`src/rtl/iob_gray_counter_ud.sv`:
```
// rtl/iob_gray_counter_ud.sv - up/down binary counter with registered Gray output
// Optional load port enabled by IOB_GRAY_COUNTER_LOAD_EN.
module iob_gray_counter_ud #(
    parameter int             W       = 4,
    parameter logic [W-1:0]   RST_VAL = '0,
    parameter int             MODE    = 0
) (
    input  logic         clk_i,
    input  logic         rst_i,
    input  logic         en_i,
    input  logic         dir_i,
`ifdef IOB_GRAY_COUNTER_LOAD_EN
    input  logic         ld_i,
    input  logic [W-1:0] ld_data_i,
`endif
    output logic [W-1:0] bin_o,
    output logic [W-1:0] gray_o,
    output logic         tc_o,
    output logic         wrap_o
);

    localparam logic [W-1:0] ALL_ONES = {W{1'b1}};
    localparam logic [W-1:0] RST_GRAY = RST_VAL ^ (RST_VAL >> 1);

    logic [W-1:0] bin_q, bin_d;
    logic [W-1:0] gray_q, gray_d;
    logic         wrap_q, wrap_d;
    logic         at_max, at_min, tc;

    always_comb begin
        at_max = (bin_q == ALL_ONES);
        at_min = (bin_q == '0);
        tc     = dir_i ? at_max : at_min;
        bin_d  = bin_q;
        wrap_d = 1'b0;
`ifdef IOB_GRAY_COUNTER_LOAD_EN
        if (ld_i) begin
            bin_d = ld_data_i;
        end else
`endif
        if (en_i) begin
            // At the boundary only wrap mode moves; saturate mode holds silently.
            if (tc) begin
                if (MODE == 0) begin
                    bin_d  = dir_i ? '0 : ALL_ONES;
                    wrap_d = 1'b1;
                end
            end else begin
                bin_d = dir_i ? bin_q + 1'b1 : bin_q - 1'b1;
            end
        end
        // Gray is encoded from the next binary value so both outputs come from flops.
        gray_d = bin_d ^ (bin_d >> 1);
    end

    always_ff @(posedge clk_i) begin
        if (rst_i) begin
            bin_q  <= RST_VAL;
            gray_q <= RST_GRAY;
            wrap_q <= 1'b0;
        end else begin
            bin_q  <= bin_d;
            gray_q <= gray_d;
            wrap_q <= wrap_d;
        end
    end

    assign bin_o  = bin_q;
    assign gray_o = gray_q;
    assign wrap_o = wrap_q;
    assign tc_o   = tc;

endmodule

```
`config.mk`:
```
export PLATFORM = sky130hd
export DESIGN_NAME = iob_gray_counter_ud
export DESIGN_NICKNAME = d
export VERILOG_FILES = /design/src/rtl/iob_gray_counter_ud.sv
export SDC_FILE = /design/constraint.sdc
export NUM_CORES = 1
export LEC_CHECK = 0
export CAP_MARGIN = 20
export CORE_AREA = 2 2 39 41
export CTS_CLUSTER_DIAMETER = 100
export CTS_CLUSTER_SIZE = 16
export DETAILED_ROUTE_END_ITERATION = 10
export DIE_AREA = 0 0 41 43
export PLACE_DENSITY = 0.71
export RECOVER_POWER = 25
export SETUP_SLACK_MARGIN = 0.2
export SLEW_MARGIN = 20
export SYNTH_ARGS = -nofsm -noshare
export SYNTH_HDL_FRONTEND = slang
export SYNTH_SLANG_ARGS = --single-unit
```
`constraint.sdc`:
```
create_clock -name clk_i -period 2.85 [get_ports clk_i]
set_clock_uncertainty 0.1 [all_clocks]
set_input_delay 0.57 -clock clk_i [delete_from_list [all_inputs] [get_ports clk_i]]
set_output_delay 0.57 -clock clk_i [all_outputs]
set_load 0.05 [all_outputs]
```
==> metrics.txt <==
Root Driver clkbuf_4; sequential share of power 32.3%; Post-synth EDFFs 0; RePlAce Congestion 0.7579; Main synth FF type dfxtp_1; # diodes 0; Max Cap Viol 0; RSZ-0062 raised after global routing false; Hold Path End bin_o[0]$_SDFF_PP0_; cell-internal power 0.0002711 W; GR Overflow Total 0; Rows 14; Final period util 87.08%; synth warn 0; top-count cell post-synth dfxtp_1; Hold Crit Start bin_o[0]$_SDFF_PP0_; Final Hold Fails 0; CP required 2180 ps; Yosys reg bits 8; Yosys top cell area share 34.78%; crit path capture type primary output; Setup Viol. Count Final 0; DRT Wirelength 974 um; Pleak 0.2729 nW; pin count of the biggest net entering global routing 11; Reg area 160.2 um2; HP Class flip-flop to flip-flop; top cells by area, synth dfxtp_1, nor2_1, xnor2_1; Max Slew Vio Count 0; Cell Pwr Density 689.2 nW/um2; post-route cell area 665.6 um2; Synth area leader dfxtp_1; clock latency on the worst-skew pair 250 ps; layout cells sized above 1 20.90%; Syn Inst Count 51; Slowest-stage cell, CP or4_1; crit-path max cell delay 600 ps; worst-margin pin slew 494.0 ps; Layout fillers 138; net count after synthesis 58; RR Endpoint gray_o[2]$_SDFF_PP0_; outcome finished, final reports clean; DR vias/cell 4.928; Reg2Reg Depth 7; DRT iter0 DRCs 3; combinational power share 49.3%; Commonest cells post-synth dfxtp_1, nor2_1, nor2b_1; Max-slew headroom 66.96%; r2r startpoint bin_o[0]$_SDFF_PP0_; fin crit period 2482 ps; Async SR Flop Fraction 0%; die footprint 1763 um2; Net Sw Power 0.0001877 W; clk slew on worst S/H paths 50 ps; critical path data arrival time 1810 ps; Max VDD drop 0.3464 mV; vias in the first global route 398; TritonCTS clock tree built; routed len/inst 11.73 um; # port buffers 13; Initial Util 33.27%; routed vias 409; CTS Sinks 8; die width 41 um; # IOs 14; GRT Util Overall 14.26%; H-tree depth 1; worst reg-to-reg setup slack 730 ps; multi-input logic area 294.0 um2; drt first pass iters 4; Post-Synthesis Cell Area 460.4 um2; post-synthesis average cell area 9.028 um2; clock buffer count from CTS 3; Seq/Total Area, Yosys 34.78%; Min Hold Slack 581.6 ps; CP max FO 3; Post-DP HPWL 770.9 um; Synth cell types 23; initial antenna violation count 0; Post-DRT Antenna Nets 0; clock power share 18.3%; Total Nets Final 76; Residual DRC 0; FMAX 402.9 MHz; Die H 43 um; first-pass GRT wire length 1669 um; Startpoint Class input pin; Hold Path Depth 2; Core Footprint 1384 um2; Post-DP Area 609.3 um2; clock buffer depth 2; CP Cell Sequence dlymetal6s2s_1 -> buf_4 -> or4_1 -> o21ai_4 -> buf_12; P&R area growth vs syn 44.57%; critical path type input pin to primary output; switching part of the total power 40.91%
## through the flow
step	TNS [ps]	power (W)	instances	worst slack, ps	util (%)
2_1_floorplan	0	0.0003016	51	303.5	-
4_1_cts	0	0.0004550	82	208.2	45.93
6_report	0	0.0004588	83	368.3	48.10
3_5_place_dp	-16.04	0.0003697	79	-16.04	44.03
3_3_place_gp	0	0.0003621	79	41.30	44.03
5_1_grt	0	0.0004875	83	320.0	48.10
## state kept, by name, indices dropped and copies added (netlist names)
register  cells
gray_o        3
bin_o         4
wrap_o        1
## metal layers
layer | wire [um] | global-route usage [%]
met1 | 394 | 14.80
met2 | 519 | 23.44
met3 | 45 | 5.759
met4 | 14 | 6.667
met5 | 0 | 0
## cells by family (layout without fill, tap and decap cells)
logic type / Yosys count / after routing / share of synthesized area, %
simple gates: 20 / 20 / 25.00
compound gates: 10 / 10 / 13.04
flops: 8 / 8 / 34.78
buf+inv: 5 / 21 / 6.522
xor+xnor: 4 / 4 / 7.610
fa+ha+maj: 3 / 3 / 9.782
mux: 1 / 1 / 3.260
## how the worst max path moves through the flow
stage | startpoint | to | cells after the start
floorplan | bin_o[0]$_SDFF_PP0_ | tc_o | 2
global placement | dir_i | gray_o[2]$_SDFF_PP0_ | 8
detailed placement | dir_i | gray_o[2]$_SDFF_PP0_ | 8
CTS | dir_i | tc_o | 5
global route | dir_i | tc_o | 5
finish | dir_i | tc_o | 5
## cell usage in the layout, fill, tap and decap left out, types with 2 or more instances in the layout
master	count
clkdlybuf4s50_1	10
dfxtp_1	8
nor2_1	7
nor2b_1	4
clkbuf_4	4
nand3_1	3
inv_1	3
a31oi_1	3
xnor2_1	3
o21ai_0	2
## timing repair
| item | 4_1_cts | 5_1_grt |
|---|---|---|
| pin swaps | 0 | 3 |
| gates resized for setup | 1 | 4 |
| hold buffers | 0 | 0 |
| hold endpoints to repair | 0 | 0 |
| setup buffers | 0 | 1 |
| endpoints found under the setup margin | 1 | 2 |
## power groups by stage
stage	Combinational, W	Sequential (W)	Clock [W]
6_report	0.000226	0.000148	0.0000840
4_1_cts	0.000221	0.000148	0.0000862
5_1_grt	0.000241	0.000151	0.0000949
3_5_place_dp	0.000220	0.000150	0
2_1_floorplan	0.0000933	0.000208	0
3_3_place_gp	0.000215	0.000147	0
## critical path, delay by kind of cell
family          cells  cell delay (ps)
simple gates        1              600
buf+inv             3              420
compound gates      1              220
## cell type report
cell class	instances	area share, %
well taps	16	3.008
inverters	3	1.692
multi-input cells	38	44.17
flip-flops and latches	8	24.06
repair buffers	15	23.68
clock buffers	3	3.383
Power figures use the tool's default switching activity.
